## config.mk

```make
export PLATFORM = sky130hd
export DESIGN_NAME = compare_sequencer
export DESIGN_NICKNAME = d
export VERILOG_FILES = /design/src/rtl/compare_sequencer.sv
export SDC_FILE = /design/constraint.sdc
export NUM_CORES = 1
export LEC_CHECK = 0
export CAP_MARGIN = 30
export CORE_MARGIN = 4
export CORE_UTILIZATION = 45
export CTS_CLUSTER_SIZE = 40
export DETAILED_ROUTE_END_ITERATION = 10
export GPL_ROUTABILITY_DRIVEN = 0
export HOLD_SLACK_MARGIN = 0.12
export PLACE_DENSITY = 0.72
export SYNTH_ARGS = -nofsm -noshare
export SYNTH_HDL_FRONTEND = slang
export SYNTH_SLANG_ARGS = --single-unit
```

## constraint.sdc

```tcl
create_clock -name clk -period 4.8 [get_ports clk]
set_input_delay 0.96 -clock clk [delete_from_list [all_inputs] [get_ports clk]]
set_output_delay 0.96 -clock clk [all_outputs]
set_load 0.02 [all_outputs]
```

## src/rtl/compare_sequencer.sv

```systemverilog
// compare_sequencer
//   Accepts two 4-bit operands as consecutive nibbles on data_in (x first,
//   then y). The operation selected with the x nibble is applied to the pair.
//   The result is then held until downstream consumes it.
//
// Ports
//   clk           in   rising-edge clock
//   reset_n       in   synchronous active-low reset
//   data_in[3:0]  in   operand nibble (x, then y)
//   data_valid    in   data_in valid this cycle
//   data_ready    out  block accepts data_in this cycle (IDLE / LOAD_Y)
//   op_sel[1:0]   in   00 EQ, 01 GT, 10 LT, 11 MAX; sampled with x
//   x[3:0]        out  latched x operand
//   y[3:0]        out  latched y operand
//   result[3:0]   out  operation result
//   result_valid  out  result held valid (HOLD)
//   result_ready  in   downstream consumes result
//   busy          out  state != IDLE
//   pair_count    out  completed result handshakes, wraps at 256
module compare_sequencer (
    input  logic       clk,
    input  logic       reset_n,
    input  logic [3:0] data_in,
    input  logic       data_valid,
    output logic       data_ready,
    input  logic [1:0] op_sel,
    output logic [3:0] x,
    output logic [3:0] y,
    output logic [3:0] result,
    output logic       result_valid,
    input  logic       result_ready,
    output logic       busy,
    output logic [7:0] pair_count
);

    typedef enum logic [1:0] {
        S_IDLE    = 2'd0,
        S_LOAD_Y  = 2'd1,
        S_COMPARE = 2'd2,
        S_HOLD    = 2'd3
    } state_t;

    state_t     r_state;
    state_t     w_next;
    logic [3:0] r_x;
    logic [3:0] r_y;
    logic [1:0] r_op;
    logic [3:0] r_result;
    logic [7:0] r_pair_count;
    logic [3:0] w_cmp;
    logic       w_accept_x;
    logic       w_accept_y;
    logic       w_consume;

    // State register
    always_ff @(posedge clk) begin
        if (!reset_n) begin
            r_state <= S_IDLE;
        end else begin
            r_state <= w_next;
        end
    end

    // Next-state and state-decoded outputs
    always_comb begin
        w_next       = r_state;
        data_ready   = 1'b0;
        result_valid = 1'b0;
        busy         = 1'b1;
        w_accept_x   = 1'b0;
        w_accept_y   = 1'b0;
        w_consume    = 1'b0;
        case (r_state)
            S_IDLE: begin
                data_ready = 1'b1;
                busy       = 1'b0;
                if (data_valid) begin
                    w_accept_x = 1'b1;
                    w_next     = S_LOAD_Y;
                end
            end
            S_LOAD_Y: begin
                data_ready = 1'b1;
                if (data_valid) begin
                    w_accept_y = 1'b1;
                    w_next     = S_COMPARE;
                end
            end
            S_COMPARE: begin
                w_next = S_HOLD;
            end
            S_HOLD: begin
                result_valid = 1'b1;
                if (result_ready) begin
                    w_consume = 1'b1;
                    w_next    = S_IDLE;
                end
            end
            default: w_next = S_IDLE;
        endcase
    end

    // Unsigned 4-bit operation on the latched operands
    always_comb begin
        w_cmp = '0;
        case (r_op)
            2'b00:   w_cmp = {3'b000, (r_x == r_y)};
            2'b01:   w_cmp = {3'b000, (r_x > r_y)};
            2'b10:   w_cmp = {3'b000, (r_x < r_y)};
            default: w_cmp = (r_y > r_x) ? r_y : r_x;
        endcase
    end

    // Datapath registers; result only updates in COMPARE so it is stable
    // throughout HOLD regardless of input activity.
    always_ff @(posedge clk) begin
        if (!reset_n) begin
            r_x          <= '0;
            r_y          <= '0;
            r_op         <= '0;
            r_result     <= '0;
            r_pair_count <= '0;
        end else begin
            if (w_accept_x) begin
                r_x  <= data_in;
                r_op <= op_sel;
            end
            if (w_accept_y) begin
                r_y <= data_in;
            end
            if (r_state == S_COMPARE) begin
                r_result <= w_cmp;
            end
            if (w_consume) begin
                r_pair_count <= r_pair_count + 8'd1;
            end
        end
    end

    assign x          = r_x;
    assign y          = r_y;
    assign result     = r_result;
    assign pair_count = r_pair_count;

endmodule

```

==> results of run 1 <==
[metrics by stage]
| stage | total power (uW) | hold slack (ns) | area (um2) | util (%) |
|---|---|---|---|---|
| global route | 799 | 0.513 | 1610 | 63.4 |
| CTS | 754 | 0.476 | 1610 | 63.4 |
| finish | 749 | 0.472 | 1610 | 63.4 |
| global placement | 592 | 0.455 | 1560 | 61.3 |
| floorplan | 492 | 0.487 | 1230 | - |
| detailed placement | 604 | 0.457 | 1560 | 61.3 |
[report_power, final]
group | internal [uW] | switching, uW
clock network | 84.4 | 63.7
registers | 228 | 30.1
logic | 151 | 191
total | 464 | 285
[registers in the layout, indices dropped and copies added (netlist names)]
name,cells
pair_count,8
r_state,2
y,4
r_op,2
result,4
x,4
[kinds of logic (layout without fill, tap and decap cells)]
family | after synthesis | count (layout) | synth area share (%)
AND/OR/NAND/NOR | 51 | 51 | 22.7
AO/OA/AOI/OAI | 27 | 27 | 15.9
flip-flops | 24 | 24 | 39.1
buffers and inverters | 16 | 47 | 5.59
adder cells (fa/ha/maj) | 9 | 9 | 9.16
XOR/XNOR | 5 | 5 | 3.56
multiplexers | 5 | 5 | 4.07
[path summary, 6_finish.rpt]
path / depth (start not counted) / start / endpoint
worst min-delay path: 2 / result[3] / result[3]
worst min register to register: 2 / result[3] / result[3]
worst max-delay path: 5 / r_state[0] / data_ready
worst max register to register: 6 / x[3] / result[0]
[layout make-up]
class                   instances  area share [%]
well taps                      30            2.33
inverters                      11            2.56
clock inverters                 1            1.86
repair buffers                 32            19.9
flip-flops and latches         24            29.8
multi-input cells              97            42.2
clock buffers                   3            1.40
[cells in the mapped netlist, types with 2 or more instances]
| master | instances |
|---|---|
| nand3_1 | 13 |
| mux2i_1 | 5 |
| or3_1 | 2 |
| nor2b_1 | 2 |
| and2_1 | 4 |
| ha_1 | 9 |
| a21boi_0 | 11 |
| a21oi_1 | 2 |
| o22ai_1 | 2 |
| nand2_1 | 16 |
| dfxtp_1 | 24 |
| nand4_1 | 3 |
| o21ai_0 | 3 |
| inv_1 | 11 |
| nor2_1 | 3 |
| clkbuf_1 | 2 |
| xnor2_1 | 4 |
| o21ai_1 | 3 |
[cells in the final DEF, fill, tap and decap left out, types with 2 or more instances in the layout]
| cell type | synthesis | layout |
|---|---|---|
| mux2i_1 | 5 | 5 |
| inv_1 | 11 | 11 |
| o21ai_1 | 3 | 3 |
| ha_1 | 9 | 9 |
| o21ai_0 | 3 | 3 |
| nand2_1 | 16 | 16 |
| a21oi_1 | 2 | 2 |
| clkbuf_4 | 0 | 3 |
| o22ai_1 | 2 | 2 |
| nand4_1 | 3 | 3 |
| nor2_1 | 3 | 3 |
| nand3_1 | 13 | 13 |
| and2_1 | 4 | 4 |
| clkdlybuf4s50_1 | 0 | 32 |
| a21boi_0 | 11 | 11 |
| nor2b_1 | 2 | 2 |
| xnor2_1 | 4 | 4 |
| dfxtp_1 | 24 | 24 |
| or3_1 | 2 | 2 |
[metal layers]
| layer | wire (um) | GRT usage (%) | up-vias |
|---|---|---|---|
| li1 | - | - | 536 |
| met1 | 1290 | 19.9 | 489 |
| met2 | 1350 | 27.8 | 21 |
| met3 | 105 | 2.38 | 2 |
| met4 | 19 | 7.91 | 0 |
| met5 | 0 | 0 | - |
[worst min-delay path, stage by stage (launching register included)]
cell	delay, ns
dfxtp_1	0.33
nand3_1	0.06
o21ai_1	0.05
==> qor.txt, run 1 <==
STATUS
------------------------------------------------------------------------------------------
Result of the run                                                             complete, no violations

MIN PATH
------------------------------------------------------------------------------------------
Type of the tightest min-delay check                                               reg2reg

SYNTH
------------------------------------------------------------------------------------------
Library cell with the largest summed area after synthesis                          dfxtp_1
Area contributors post-synth                                                  dfxtp_1, ha_1, a21boi_0
Post-Syn Nets                                                                          156
Mean instance size in the synthesized netlist                                     8.98 um2
Post-synthesis sequential element count                                                 24
Gate count after technology mapping                                                    137
Register area share after synthesis                                                  39.1%
Yosys synthesis warning count                                                            0
Commonest register cell after synthesis                                            dfxtp_1
Yosys cell types                                                                        36
Count of flip-flops with a built-in enable after synthesis                               0
Area fraction of the dominant cell type after synthesis                              39.1%
Post-Syn Area                                                                     1230 um2
Post-synthesis async set-or-reset flop share                                            0%

GLOBAL ROUTE
------------------------------------------------------------------------------------------
Largest net degree at the start of global routing                                       24
Via count of the first global-routing pass                                            1056
Overall global routing resource usage                                                16.3%
Sum of overflow across all layers after global routing                                   0
Antenna violations before repair                                                         0
First-pass GRT wire length                                                         4.44 mm

ROUTE
------------------------------------------------------------------------------------------
Vias per Instance                                                                     5.29
Routed wire per std cell                                                           14.0 um
DR pass1 iterations                                                                      4
Violation count after the first detailed-route iteration                                43
Vias                                                                                  1048
Wirelength, routed                                                                 2.76 mm
Post-route DRC violation count                                                           0
Remaining antenna violation count                                                        0

FINISH
------------------------------------------------------------------------------------------
Fill cell total of the finished layout                                                 224
Count of antenna diodes in the layout                                                    0
Area occupied by multi-input gates                                                 681 um2
Fraction of final layout cells with drive strength greater than 1                    5.36%
Finished Layout Cells                                                                  198
Area taken by flip-flops and latches                                               480 um2
Post-layout nets                                                                       188
Area grow syn2layout                                                                 31.1%

CTS
------------------------------------------------------------------------------------------
CTS Hold Bufs                                                                            0
Longest Clk Path Bufs                                                                    2
Post-cts gate resize count                                                               0
Clock buffers created by TritonCTS                                                       3
Clk_lat worst skew                                                                 0.32 ns
Post-CTS repair timing setup buffer count                                                0
CTS tree                                                                             built
Clock sink total                                                                        24
Clock edge transition at the registers on the reported setup and hold paths        0.15 ns
Number of levels the H-tree was split into                                               1
Root buf cell                                                                     clkbuf_4

DIE
------------------------------------------------------------------------------------------
Chip height                                                                        60.3 um
Number of primary I/O pins                                                              33
Starting Density                                                                     48.3%
CORE AREA                                                                         2540 um2
Number of placement rows                                                                18
Horizontal die dimension                                                           60.3 um
Full die area                                                                     3630 um2

CRITICAL PATH
------------------------------------------------------------------------------------------
Data required time at the worst endpoint                                           3.84 ns
CP dominant cell by count                                                            inv_1
Worst-path cell with the longest stage delay                                  clkdlybuf4s50_1
Critical Path AT                                                                   1.92 ns
Maximum fanout encountered on the critical timing path                                  10
Kind of cell adding the most delay to the critical path                       buffers and inverters
Kind of start point of the critical path                                          register
Startpoint-to-endpoint class of the critical path                                  reg2out
Bufs and invs on worst path                                                              3
Cell-by-cell listing of the critical path                                     inv_1 -> ha_1 -> nor2_1 -> inv_1 -> clkdlybuf4s50_1
Slowest stage delay, CP                                                            0.59 ns
Reg2reg setup slack                                                                3.01 ns
Setup crit end kind                                                             output pin

JOB
------------------------------------------------------------------------------------------
Max-cap violations                                                                       0

TIMING
------------------------------------------------------------------------------------------
Final number of hold-violating endpoints                                                 0
Tmin final                                                                         2.88 ns
Number of max-slew violations in the final report                                        0
Part of the cycle the worst path needs                                               60.0%
Slew at the pin closest to its max-slew limit                                     0.685 ns
Sum of negative setup slack                                                           0 ns
Worst setup skew after layout                                                    0.0125 ns
Final setup violation count                                                              0
Max Fclk                                                                         0.347 GHz
Unrepaired setup endpoints after global routing                                      false
Relative slew slack                                                                  54.2%
Worst-case setup margin in the final layout                                        1.92 ns

POWER
------------------------------------------------------------------------------------------
Ratio of total power to cell area                                               464 nW/um2
Static power due to leakage                                                    0.000598 uW
Largest voltage drop on the vdd net                                                 343 uV

PLACE
------------------------------------------------------------------------------------------
Pre-CTS setup slack                                                                2.28 ns
# port buffers                                                                          32
Post-DP HPWL                                                                       2.09 mm
Total instance count after detailed placement                                          194

(Power assumes the default switching activity.)
==> inputs of run 2 (changes only) <==
- CORE_UTILIZATION: 45 -> 43
- clock period: 4.8 -> 2.6 ns (I/O delays scaled with it)
==> run 2 against run 1 <==
Effect of this change:
- die area increased by 4.0%
- critical endpoint unchanged
- wire length decreased by 2.8%
- total power increased by 76%
- first-iteration DRC count increased by 14%
- largest cell class unchanged
- critical path depth unchanged
- sequential power increased by 86%
- core utilization decreased by 4.7 points
- non-clock buffer count increased by 1
- cell count increased by 1.0%
==> qor.txt, run 2 (synthesized netlist as in run 1, its figures left out) <==
STATUS
------------------------------------------------------------------------------------------
Result of the run                                                             complete, no violations

TIMING
------------------------------------------------------------------------------------------
Final number of hold-violating endpoints                                                 0
Unrepaired setup endpoints after global routing                                      false
Worst setup skew after layout                                                   0.00185 ns
Slew at the pin closest to its max-slew limit                                     0.540 ns
Part of the cycle the worst path needs                                               94.3%
Relative slew slack                                                                  63.9%
Max Fclk                                                                         0.408 GHz
Sum of negative setup slack                                                           0 ns
Number of max-slew violations in the final report                                        0
Final setup violation count                                                              0
Tmin final                                                                         2.45 ns

CTS
------------------------------------------------------------------------------------------
Clock buffers created by TritonCTS                                                       3
Post-CTS repair timing setup buffer count                                                0
CTS Hold Bufs                                                                            0
Post-cts gate resize count                                                               0
Clock edge transition at the registers on the reported setup and hold paths        0.13 ns
CTS tree                                                                             built
Clk_lat worst skew                                                                 0.31 ns
Clock sink total                                                                        24
Longest Clk Path Bufs                                                                    2
Root buf cell                                                                     clkbuf_4
Number of levels the H-tree was split into                                               1

JOB
------------------------------------------------------------------------------------------
Max-cap violations                                                                       0

POWER
------------------------------------------------------------------------------------------
Static power due to leakage                                                    0.000596 uW
Pwr Total                                                                          1320 uW
Share of power burned in combinational logic                                         48.6%
Proportion of power drawn by the clock network                                       15.0%
Ratio of total power to cell area                                               820 nW/um2
Cell-internal power                                                                 787 uW
Largest voltage drop on the vdd net                                                 564 uV
Sequential share of power                                                            36.4%
Net Sw Frac                                                                          40.2%
Net switching power                                                                 530 uW

GLOBAL ROUTE
------------------------------------------------------------------------------------------
Antenna violations before repair                                                         0
Via count of the first global-routing pass                                            1019
Largest net degree at the start of global routing                                       19
Overall global routing resource usage                                                16.1%
Sum of overflow across all layers after global routing                                   0
First-pass GRT wire length                                                         4.54 mm

FINISH
------------------------------------------------------------------------------------------
Post-layout nets                                                                       189
Most common library cell in the layout ignoring fill and taps                 clkdlybuf4s50_1
Number of flip-flops under the largest register name                                     8
Top library cells by usage in the layout, fill and taps aside                 clkdlybuf4s50_1, dfxtp_1, nand2_1
Fill cell total of the finished layout                                                 242
Fraction of final layout cells with drive strength greater than 1                    5.92%
Count of antenna diodes in the layout                                                    0
Area grow syn2layout                                                                 30.5%

CRITICAL PATH
------------------------------------------------------------------------------------------
RR Endpoint                                                                      result[0]
Worst-path cell with the longest stage delay                                  clkdlybuf4s50_1
Maximum fanout encountered on the critical timing path                                  10
Length in cells of the worst reg-to-reg path                                             6
Critical Path AT                                                                   1.93 ns
CP dominant cell by count                                                            inv_1
Data required time at the worst endpoint                                           2.08 ns
Kind of start point of the critical path                                          register
Reg2reg setup slack                                                                0.79 ns
Setup crit end kind                                                             output pin
Startpoint of the worst-slack reg-to-reg timing path                                  x[3]
Startpoint-to-endpoint class of the critical path                                  reg2out
Cell-by-cell listing of the critical path                                     inv_1 -> ha_1 -> nor2_1 -> inv_1 -> clkdlybuf4s50_1
Slowest stage delay, CP                                                            0.60 ns

ROUTE
------------------------------------------------------------------------------------------
Remaining antenna violation count                                                        0
DR pass1 iterations                                                                      4
Violation count after the first detailed-route iteration                                49
Routed wire per std cell                                                           13.4 um
Vias per Instance                                                                     5.31
Post-route DRC violation count                                                           0
Wirelength, routed                                                                 2.69 mm
Vias                                                                                  1062

PLACE
------------------------------------------------------------------------------------------
# port buffers                                                                          32
Post-DP HPWL                                                                       2.13 mm

DIE
------------------------------------------------------------------------------------------
CORE AREA                                                                         2730 um2
Chip height                                                                        61.5 um
Horizontal die dimension                                                           61.5 um
Full die area                                                                     3780 um2
Number of placement rows                                                                19
Starting Density                                                                     45.0%
Number of primary I/O pins                                                              33

MIN PATH
------------------------------------------------------------------------------------------
Hold Crit Start                                                                  result[3]
Cell depth of the worst min-delay path                                                   2
Type of the tightest min-delay check                                               reg2reg
Worst hold path endpoint                                                         result[3]

run 2: metrics by stage:
stage          instances  hold slack, ns  util (%)  setup slack [ns]  cell area, um2
2_1_floorplan        137           0.487         -             0.841            1230
3_3_place_gp         196           0.449      57.4             0.597            1570
3_5_place_dp         196           0.456      57.4             0.515            1570
4_1_cts              200           0.474      58.7             0.120            1610
5_1_grt              200           0.511      58.7            0.0120            1610
6_report             200           0.468      58.7             0.147            1610
run 2: metal layers:
layer	part of all wire (%)	track usage [%]	vias to the layer above
li1	-	-	543
met5	0	0	-
met2	47	25.9	25
met4	1.9	7.88	0
met3	5.0	3.77	5
met1	46	20.2	489
run 2: area by class of cell:
type / count / area, um2 / share of cell area (%)
timing repair buffer: 33 / 328 / 20.4
sequential: 24 / 480 / 29.9
tap: 31 / 38.8 / 2.42
multi-input combinational: 97 / 681 / 42.4
inverter: 11 / 41.3 / 2.57
clock buffer: 4 / 36.3 / 2.26
run 2: worst max-delay path: cells and delay by family, from the launching register on:
family                     cells  cell delay (ns)
DFF                            1             0.36
buffers and inverters          3             0.78
and+or+nand+nor                1             0.11
adders and majority gates      1             0.37
run 2: power groups by stage:
| stage | Clock (uW) | Combinational [uW] | Sequential [uW] |
|---|---|---|---|
| after floorplan | 0 | 401 | 507 |
| after global placement | 0 | 613 | 481 |
| after detailed placement | 0 | 638 | 487 |
| after CTS | 205 | 645 | 478 |
| after global routing | 218 | 704 | 488 |
| final | 198 | 640 | 480 |
run 2: worst max path at each step:
stage | start | slack (ns) | to
floorplan | x[1] | 0.84 | result[0]
global placement | r_state[0] | 0.60 | data_ready
detailed placement | r_state[0] | 0.51 | data_ready
CTS | r_state[0] | 0.12 | data_ready
global route | r_state[0] | 0.01 | data_ready
finish | r_state[0] | 0.15 | data_ready
